==> src/rtl/if_id_queue.sv <==
// IF/ID decoupling queue: captures fetched {PC, instruction} pairs and presents the oldest to ID (FWFT).
// Optional IFQ_PERF_CNT_EN adds saturating bubble and flush-drop performance counters.
module if_id_queue #(
    parameter int          DEPTH     = 2,
    parameter logic [31:0] NOP_INSTR = 32'h00000013
) (
    input  logic                       clk_i,
    input  logic                       rst_n_i,
    input  logic                       fetch_valid_i,
    input  logic [31:0]                pc_i,
    input  logic [31:0]                instr_i,
    output logic                       fetch_ready_o,
    input  logic                       stall_i,
    input  logic                       cpu_stall_i,
    input  logic                       flush_i,
    output logic                       valid_o,
    output logic [31:0]                pc_o,
    output logic [31:0]                instr_o,
`ifdef IFQ_PERF_CNT_EN
    output logic [31:0]                bubble_cnt_o,
    output logic [31:0]                flush_drop_cnt_o,
`endif
    output logic [$clog2(DEPTH):0]     count_o
);

    localparam int PW = $clog2(DEPTH);
    localparam int CW = PW + 1;
    localparam logic [CW-1:0] FULL = CW'(DEPTH);

    logic [31:0]   pc_mem    [DEPTH];
    logic [31:0]   instr_mem [DEPTH];
    logic [PW-1:0] rd_ptr;
    logic [PW-1:0] wr_ptr;
    logic [CW-1:0] count;
    logic          push;
    logic          pop;

    // Ready depends only on occupancy, never on this cycle's pop, to keep PC-enable timing short.
    assign fetch_ready_o = rst_n_i & ~cpu_stall_i & (count < FULL);
    assign valid_o       = (count != '0);
    assign push          = fetch_valid_i & fetch_ready_o & ~flush_i;
    assign pop           = valid_o & ~stall_i & ~cpu_stall_i & ~flush_i;

    assign pc_o    = valid_o ? pc_mem[rd_ptr]    : 32'h0;
    assign instr_o = valid_o ? instr_mem[rd_ptr] : NOP_INSTR;
    assign count_o = count;

    // NOTE: storage has no reset; entries are only observable once count marks them valid.
    always_ff @(posedge clk_i) begin
        if (push) begin
            pc_mem[wr_ptr]    <= pc_i;
            instr_mem[wr_ptr] <= instr_i;
        end
    end

    // NOTE: sequential state uses non-blocking assignments so all registers update from pre-edge values.
    always_ff @(posedge clk_i or negedge rst_n_i) begin
        if (!rst_n_i) begin
            rd_ptr <= '0;
            wr_ptr <= '0;
            count  <= '0;
        end else if (cpu_stall_i) begin
            rd_ptr <= rd_ptr;
        end else if (flush_i) begin
            rd_ptr <= wr_ptr;
            count  <= '0;
        end else begin
            if (push) wr_ptr <= wr_ptr + 1'b1;
            if (pop)  rd_ptr <= rd_ptr + 1'b1;
            case ({push, pop})
                2'b10:   count <= count + 1'b1;
                2'b01:   count <= count - 1'b1;
                default: count <= count;
            endcase
        end
    end

`ifdef IFQ_PERF_CNT_EN
    logic        bubble;
    logic [32:0] drop_sum;

    assign bubble   = ~valid_o & ~stall_i & ~cpu_stall_i & ~flush_i;
    assign drop_sum = {1'b0, flush_drop_cnt_o} + 33'(count);

    always_ff @(posedge clk_i or negedge rst_n_i) begin
        if (!rst_n_i) begin
            bubble_cnt_o     <= '0;
            flush_drop_cnt_o <= '0;
        end else begin
            if (bubble && bubble_cnt_o != '1)
                bubble_cnt_o <= bubble_cnt_o + 1'b1;
            if (flush_i && !cpu_stall_i)
                flush_drop_cnt_o <= drop_sum[32] ? '1 : drop_sum[31:0];
        end
    end
`endif

endmodule
==> config.mk <==
export PLATFORM = sky130hd
export DESIGN_NAME = if_id_queue
export DESIGN_NICKNAME = d
export VERILOG_FILES = /design/src/rtl/if_id_queue.sv
export SDC_FILE = /design/constraint.sdc
export NUM_CORES = 1
export LEC_CHECK = 0
export CORE_MARGIN = 2
export CORE_UTILIZATION = 54
export CTS_BUF_LIST = sky130_fd_sc_hd__clkbuf_8
export CTS_CLUSTER_DIAMETER = 100
export CTS_CLUSTER_SIZE = 28
export DETAILED_ROUTE_END_ITERATION = 16
export HOLD_SLACK_MARGIN = 0.15
export PLACE_DENSITY_LB_ADDON = 0.2
export SLEW_MARGIN = 10
export SYNTH_ARGS = -nofsm -noshare
export SYNTH_HDL_FRONTEND = slang
export SYNTH_SLANG_ARGS = --single-unit
==> constraint.sdc <==
create_clock -name clk_i -period 5.89 [get_ports clk_i]
set_input_delay 1.767 -clock clk_i [delete_from_list [all_inputs] [get_ports clk_i]]
set_output_delay 1.767 -clock clk_i [all_outputs]
set_load 0.01 [all_outputs]
==> out/metrics.csv <==
stage,metric,value,unit
clock_tree,clk root buf,clkbuf_8,
final_layout,Multi-input gate area,1070,um^2
power_and_ir_drop,Cell Pwr Density,316,nW/um^2
final_layout,FILL cells,546,
global_route,pin count of the biggest net entering global routing,67,
global_route,vias in the first global route,3220,
timing,RSZ-0062 raised after global routing,no,
final_layout,Nets,518,
final_layout,register area,3950,um^2
placed_design,dpl cell area,6610,um^2
die,CORE AREA,9200,um^2
clock_tree,clk sink count,132,
global_route,global-route wire length before repair,15.2,mm
placed_design,pre-CTS WS,825,ps
drt,Via density,5.28,
logic_synthesis,Synth top area share,75.3,%
clock_tree,PostCTS Resize Cnt,0,
logic_synthesis,"Seq/Total Area, Yosys",77.3,%
final_layout,layout cells sized above 1,8.91,%
power_and_ir_drop,Static Leak,2.43,nW
placed_design,post-DP HPWL,6.29,mm
critical_path,"most used cell, CP",clkdlybuf4s50_1,
critical_path,worst-path cell chain,"clkdlybuf4s50_1, nor3b_1, clkdlybuf4s50_1",
timing,max-slew violations,0,
critical_path,"Max FO, Critical Path",9,
placed_design,global placer's final weighted congestion,0.708,
timing,Final Skew,8.56,ps
clock_tree,CTS max path bufs,2,
drt,routed wire length,10.0,mm
placed_design,IO Port Bufs,137,
logic_synthesis,Netlist cell types,25,
status,status,finished clean,
logic_synthesis,"flops & latches, synth",132,
drt,ANT nets after route,0,
clock_tree,worst skew pair latency,420,ps
clock_tree,Hold Buf Count CTS,0,
global_route,antenna violations before repair,0,
logic_synthesis,Syn Inst Count,303,
critical_path,nature of the critical path startpoint,primary input,
timing,Fin Setup TNS,0,ps
logic_synthesis,Synth area leaders,"edfxtp_1 (75%), mux2i_1 (13%), nor2_1 (4.8%)",
critical_path,WP data arrival,3290,ps
drt,1st-iter DRT viols,123,
critical_path,Slowest cell on crit path,clkdlybuf4s50_1,
clock_tree,post-CTS setup buffer count,0,
die,Die W,101,um
worst_hold_path,Hold Crit Class,reg -> reg,
timing,minimum clock period,5060,ps
logic_synthesis,mapped cell area,5100,um^2
drt,number of remaining DRC errors,0,
drt,drt wl/cell,17.6,um
timing,setup ws final,833,ps
die,Starting Density,55.5,%
logic_synthesis,Mapped Nets,373,
logic_synthesis,"Avg Cell Area, Syn",16.8,um^2
final_layout,Final Core Density,76.4,%
power_and_ir_drop,peak supply drop,0.180,mV
timing,Final Setup Violations,0,
global_route,Congestion Overflow GR,0,
die,number of core rows,35,
die,io pins,138,
clock_tree,CTS tree,built,
timing,final hold vios,0,
global_route,Tot GR Track Use,20.1,%
die,die area,10200,um^2
drt,drt pass-1 iters,4,
timing,Slew Limit Headroom,22.5,%
clock_tree,CTS buffer count,17,
clock_tree,CTS H-tree lvls,4,
drt,DR vias,3016,
critical_path,CP Capture Type,output pin,
final_layout,post-layout instance area,7030,um^2
flow_run,Max-Cap Viols,0,
die,Die Y,101,um
final_layout,# diodes,0,
timing,Worst Tran Pin Value,1160,ps
clock_tree,"Reg clk slew, reported paths",70,ps
logic_synthesis,Synth warnings,0,
timing,Achievable Freq,0.198,GHz
critical_path,Critical Path Max Stage Delay,600,ps
logic_synthesis,leading area contributor after synthesis,edfxtp_1,
timing,fin crit share,85.9,%
critical_path,Worst EP required,4120,ps
critical_path,Crit Path Category,in -> out,
final_layout,area delta synth->final,37.7,%
where the power goes:
part | leakage, nW | internal (mW) | switching [mW] | total [mW]
Sequential | 1.21 | 1.07 | 0.0977 | 1.16
Combinational | 1.01 | 0.175 | 0.0862 | 0.261
Clock | 0.211 | 0.457 | 0.339 | 0.796
final cells by class:
class,instances,area share (%)
Tap cell,111,1.98
Inverter,4,0.214
Multi-Input combinational cell,151,15.3
Sequential cell,132,56.2
Timing Repair Buffer,142,20.4
Clock inverter,14,2.67
Clock buffer,17,3.33
critical path: cells and delay by family:
kind | cells | cell delay (ps)
simple gates | 1 | 330
buf+inv | 2 | 1180
cell usage after synthesis:
cell type  number
o211ai_1        1
nand4_1         1
dfrtp_1         4
buf_4           5
buf_6           1
edfxtp_1      128
nor4bb_4        1
a21oi_1         1
nor3_1          1
nor3b_1         1
nand2_1         5
nand3_1         2
mux2i_1        65
clkbuf_1        2
xnor2_1         1
buf_2           8
nor2b_1         1
o21bai_1        1
nor4_2          1
nor2_1         65
and4b_2         1
inv_1           4
nor4b_1         1
o22ai_1         1
o31a_1          1
registers in the layout (all words and copies together), names as in the netlist:
| register | cells |
|---|---|
| pc_mem | 64 |
| rd_ptr | 1 |
| wr_ptr | 1 |
| count_o | 2 |
| instr_mem | 64 |
through the flow:
step / instances / hold slack (ps) / power (mW)
final: 571 / 608 / 2.22
after global routing: 571 / 639 / 2.30
after CTS: 571 / 609 / 2.23
after detailed placement: 540 / 600 / 1.44
after global placement: 540 / 565 / 1.43
after floorplan: 303 / 488 / 1.33
cells in the final DEF, fill, tap and decap left out, types with 4 or more instances in the layout:
| master | n |
|---|---|
| clkdlybuf4s50_1 | 137 |
| edfxtp_1 | 128 |
| mux2i_1 | 65 |
| nor2_1 | 62 |
| clkbuf_8 | 17 |
| inv_1 | 5 |
| nand2_1 | 5 |
| bufinv_16 | 4 |
worst paths after layout:
| path | start | endpoint | slack (ps) | depth (start not counted) |
|---|---|---|---|---|
| worst max-delay path | cpu_stall_i | fetch_ready_o | 830 | 3 |
| min in group asynchronous | rst_n_i | rd_ptr$_DFFE_PN0P_ | 1580 | 1 |
| max in group asynchronous | rst_n_i | rd_ptr$_DFFE_PN0P_ | 4080 | 1 |
| worst max register to register | count_o[1]$_DFFE_PN0P_ | instr_mem[0][31]$_DFFE_PP_ | 3470 | 4 |
| worst min-delay path | wr_ptr$_DFFE_PN0P_ | wr_ptr$_DFFE_PN0P_ | 610 | 1 |
| worst min register to register | wr_ptr$_DFFE_PN0P_ | wr_ptr$_DFFE_PN0P_ | 610 | 1 |
layer usage:
| metal | share of wire (%) | wire length [um] | track usage, % |
|---|---|---|---|
| met5 | 0 | 0 | 0 |
| met4 | 2.0 | 200 | 10.2 |
| met3 | 6.5 | 656 | 5.94 |
| met2 | 50 | 5040 | 32.8 |
| met1 | 41 | 4130 | 24.4 |
cell families after synthesis:
| logic type | share of synthesized area, % |
|---|---|
| buffers and inverters | 2.18 |
| XOR/XNOR | 0.172 |
| AND/OR/NAND/NOR | 6.96 |
| multiplexers | 12.7 |
| flip-flops | 77.3 |
| AO/OA/AOI/OAI | 0.686 |
Note: power is estimated with default switching activity, not from simulation.
